$ cat src/rtl/dcc_supervisor.sv
// dcc_supervisor: sequences the DCC reset, qualifies lock over a stability window and retries a bounded number of times.
// Optional periodic recalibration from READY is compiled in when DCC_RECAL_EN is defined.
module dcc_supervisor #(
    parameter int RST_CYC      = 4,
    parameter int TIMEOUT      = 64,
    parameter int STABLE_CYC   = 8,
    parameter int MAX_RETRY    = 3,
    parameter int CNT_W        = 8,
    parameter int RECAL_PERIOD = 4096
) (
    input  logic                             clk,
    input  logic                             rst,
    input  logic                             enable,
    input  logic                             locked_in,
    output logic                             dcc_rst_n,
    output logic                             dcc_ready,
    output logic                             dcc_fail,
    output logic [$clog2(MAX_RETRY+1)-1:0]   retry_cnt,
    output logic [CNT_W-1:0]                 lock_cycles
);
    localparam int RW     = $clog2(MAX_RETRY + 1);
    localparam int MAX_AB = (TIMEOUT > RST_CYC) ? TIMEOUT : RST_CYC;
    localparam int MAXC   = (MAX_AB > STABLE_CYC) ? MAX_AB : STABLE_CYC;
    localparam int CW     = $clog2(MAXC + 1);
    localparam int LC_MAX = (1 << CNT_W) - 1;

    typedef enum logic [2:0] {IDLE, RESET, WAIT_LOCK, STABLE, READY, FAIL} state_t;

    state_t        state, state_nx;
    logic [CW-1:0] cnt;
    logic          retry, recal, rc_done;

`ifdef DCC_RECAL_EN
    localparam int RCW = $clog2(RECAL_PERIOD + 1);
    logic [RCW-1:0] rc;
    assign rc_done = rc == RCW'(RECAL_PERIOD - 1);

    // recalibration timer: counts cycles spent in READY, restarts on every entry
    always_ff @(posedge clk or posedge rst) begin
        if (rst) rc <= '0;
        else     rc <= (state == READY && state_nx == READY) ? rc + 1'b1 : '0;
    end
`else
    // recalibration compiled out: the period can never expire
    assign rc_done = RECAL_PERIOD < 0;
`endif

    // next-state decode; enable=0 overrides everything, lost lock beats recalibration
    always_comb begin
        state_nx = state;
        retry    = 1'b0;
        recal    = 1'b0;
        if (!enable) state_nx = IDLE;
        else begin
            case (state)
                IDLE:      state_nx = RESET;
                RESET:     if (cnt == CW'(RST_CYC - 1)) state_nx = WAIT_LOCK;
                WAIT_LOCK: if (locked_in) state_nx = STABLE;
                           else retry = cnt == CW'(TIMEOUT - 1);
                STABLE:    if (!locked_in) retry = 1'b1;
                           else if (cnt == CW'(STABLE_CYC - 1)) state_nx = READY;
                READY:     if (!locked_in) retry = 1'b1;
                           else if (rc_done) begin
                               state_nx = RESET;
                               recal    = 1'b1;
                           end
                FAIL:      state_nx = FAIL;
                default:   state_nx = IDLE;
            endcase
            if (retry) state_nx = (retry_cnt == RW'(MAX_RETRY)) ? FAIL : RESET;
        end
    end

    // state, phase counter and outputs registered from the next state
    always_ff @(posedge clk or posedge rst) begin
        if (rst) begin
            state       <= IDLE;
            cnt         <= '0;
            dcc_rst_n   <= 1'b0;
            dcc_ready   <= 1'b0;
            dcc_fail    <= 1'b0;
            retry_cnt   <= '0;
            lock_cycles <= '0;
        end else begin
            state     <= state_nx;
            cnt       <= (state_nx != state) ? '0 : cnt + 1'b1;
            dcc_rst_n <= state_nx inside {WAIT_LOCK, STABLE, READY};
            dcc_ready <= state_nx == READY;
            dcc_fail  <= state_nx == FAIL;
            if ((state == IDLE && state_nx == RESET) || recal) retry_cnt <= '0;
            else if (retry && state_nx == RESET)               retry_cnt <= retry_cnt + 1'b1;
            if (state == WAIT_LOCK && state_nx == STABLE)
                lock_cycles <= (32'(cnt) > LC_MAX) ? '1 : CNT_W'(cnt);
        end
    end
endmodule

$ cat config.mk
export PLATFORM = sky130hd
export DESIGN_NAME = dcc_supervisor
export DESIGN_NICKNAME = d
export VERILOG_FILES = /design/src/rtl/dcc_supervisor.sv
export SDC_FILE = /design/constraint.sdc
export NUM_CORES = 1
export LEC_CHECK = 0
export ABC_AREA = 1
export BUFFER_PORTS_ARGS = -buffer_cell sky130_fd_sc_hd__buf_2
export CORE_ASPECT_RATIO = 0.9
export CORE_MARGIN = 1.5
export CORE_UTILIZATION = 30
export CTS_CLUSTER_DIAMETER = 150
export DETAILED_ROUTE_END_ITERATION = 16
export GPL_TIMING_DRIVEN = 1
export HOLD_SLACK_MARGIN = 0.05
export PLACE_DENSITY = 0.46
export SETUP_SLACK_MARGIN = 0.5
export SKIP_LAST_GASP = 1
export SLEW_MARGIN = 10
export SYNTH_ARGS = -nofsm -noshare
export SYNTH_HDL_FRONTEND = slang
export SYNTH_SLANG_ARGS = --single-unit
export TNS_END_PERCENT = 10
$ cat constraint.sdc
create_clock -name clk -period 1.5 [get_ports clk]
set_input_delay 0.075 -clock clk [delete_from_list [all_inputs] [get_ports clk]]
set_output_delay 0.075 -clock clk [all_outputs]
set_load 0.01 [all_outputs]
==> results.cfg <==
[synth]
synthAdderAreaFrac = 0.0201
postSynthAreaPerCell_sq_um = 8.21
syn_area_sq_um = 1250
synth_area_leader_cell = dfrtp_1
muxShareOfSynthArea = 0
ys_seq_area_frac = 0.441
synth.net_count = 158
synth-simple-area-share = 0.336
synth_cell_types = 25
synth_compound_area_frac = 0.0873
synth_top_area_frac = 0.441
yosysWarningCount = 0
syn_inst = 152
ys_top_cells_by_area = dfrtp_1 44%, nand2_1 8.4%, nor2_1 8.1%, inv_1 5.7%, o21ai_2 4.9%
synth-xor-area-share = 0.0211
synth_top_family_by_area = simple AND/OR/NAND/NOR gates
ys_ff_latch = 22

[detailed_routing]
avgRoutedWirePerCell_um = 11.8
wl_um = 2820
drc = 0
drt_iter0_markers = 82
final_antenna_net_count = 0
vias = 1086
via_per_inst = 4.56
drt_pass1_iterations = 4

[global_route]
antenna_found_initial = 0
grt_max_degree = 23
grt_overflow = 0
grtUsageTotal = 0.131
grt_pass1_vias = 1045
grt_first_pass_wirelength_um = 4750

[timing]
setup_violations = 19
fin_crit_sh = 1.09
drv_slew = 0
max_freq_ghz = 0.609
timing.final.crit_period_ps = 1640
hold_viol_final = 0
rsz0062_at_grt = true
setup_ws_ps = -141
fin_skew_ps = 4.44

[status]
status = finished with violations
violations = negative setup slack

[layout]
nNetsFinal = 197
finalNonFillerCells = 238
area_growth_pct = 35.5
fin_util = 0.418
final_common_cell = nand2_1
drive_gt1_frac = 0.453
diodes = 0
final_cell_mix = 22 x nand2_1, 20 x buf_4, 19 x nor2_1, 19 x dfrtp_1, 17 x inv_1

[setup_path]
r2r_cells = 9
criticalPathCategory = reg2reg
startpoint_type = register
crit_path_end = cnt[4]
path_max_fanout = 7
setup.worst_path.start = cnt[5]
crit_arrival_ps = 1830
required_ps = 1690
reg2reg_from = cnt[5]
r2r-end = cnt[4]
reg2reg_setup_slack_ps = -140
endpoint_kind = register

[floorplan]
ioPinCount = 17
rows = 22
die_x_um = 71.0
coreArea_sq_um = 4050
start_util = 0.308
die-height_um = 64.2
die_area_sq_um = 4550

[placed_design]
io_buffer_count = 15
dp_hpwl_um = 1980
dp.cells = 229
gp_congestion = 0.789

[clock_network]
cts.clk_slew.worst_paths_ps = 80
cts.root.buffer_cell = clkbuf_8
clock_latency_ps = 260
cts_inserted_buffers = 3
clockBufferDepth = 2
clock_sinks = 22
tritoncts = done
h-tree-depth = 1

[hold_path]
min-delay-path-class = in2reg

[pwr]
p_leak_nw = 0.826
cellPowerDensity_nw_per_um2 = 1010
vdd_drop_max_mv = 0.331

[flow_run]
cap_viol_max_count = 0
## logic make-up after synthesis
family | count (synthesis)
xor+xnor | 3
compound gates | 16
flops | 22
buf+inv | 25
other cells | 1
fa+ha+maj | 2
simple gates | 83
## power breakdown
part | leakage, nW | switching, mW | internal, mW
clock | 0.0288 | 0.183 | 0.233
combinational | 0.500 | 0.309 | 0.241
sequential | 0.297 | 0.0761 | 0.659
## repair_timing
action,CTS,global route
cloned,1,0
resized for setup,19,15
endpoints found under the hold margin,22,0
hold buffers,1,0
pin swaps,3,2
setup endpoints to repair,22,22
buffers inserted,1,2
## worst min-delay path by stage
stage / start / endpoint / slack [ps] / depth (start not counted)
floorplan: rst / cnt[0] / 60 / 1
global placement: rst / dcc_rst_n / 130 / 3
detailed placement: rst / dcc_fail / 130 / 3
CTS: enable / state[1] / 200 / 3
global route: enable / state[1] / 220 / 3
finish: enable / state[1] / 220 / 3
## worst max-delay path, stage by stage, from the launching register on
cell and delay [ps]:
dfrtp_1 410, nor2_2 210, nand2_1 120, o21ai_2 150
nand3b_1 160, nand3_4 130, nand2_1 60, nand2_1 90
nand3_4 120, nor2_1 110
## state kept, by name, summed over array words and instances (netlist names)
signal       count
dcc_ready        1
state            3
retry_cnt        2
lock_cycles      7
dcc_rst_n        1
cnt              7
dcc_fail         1
## through the flow
step                      area (sq um)  power (mW)  worst slack (ps)  TNS [ps]  hold WS, ps
after floorplan                   1250        1.01             -74.7      -912         64.2
after global placement            1490        1.19              -255     -3370          126
after detailed placement          1490        1.20              -272     -3680          132
after CTS                         1630        1.67              -154     -2130          201
after global routing              1690        1.83              -241     -4060          219
final                             1690        1.70              -141     -1930          217
## metal layers
metal	global-route usage	part of all wire	vias to the layer above
met3	0.0158	0.020	2
li1	-	-	559
met5	0	0	-
met1	0.196	0.52	509
met2	0.200	0.45	16
met4	0.0354	0.0071	0
## synth_stat cells
master / instances
buf_2: 1
nor2_1: 27
inv_2: 2
nand4_1: 4
o21ai_2: 7
conb_1: 1
o21ai_0: 5
nor3_1: 1
o21ai_1: 1
nand3_2: 3
buf_6: 2
a21boi_0: 1
nand3b_1: 1
nand2_4: 1
xor2_1: 3
nand3_1: 9
nor3_4: 1
a21oi_1: 2
inv_1: 19
ha_1: 2
dfrtp_1: 22
buf_4: 1
nand3_4: 2
nand2_2: 6
nand2_1: 28
## area by class of cell
| class | count | area [sq um] |
|---|---|---|
| well taps | 48 | 60.1 |
| fillers | 412 | 2360 |
| clock buffers | 4 | 55.1 |
| flip-flops and latches | 22 | 554 |
| multi-input cells | 106 | 691 |
| inverters | 21 | 83.8 |
| repair buffers | 37 | 246 |
No activity file was read; power rests on OpenSTA's default activity.
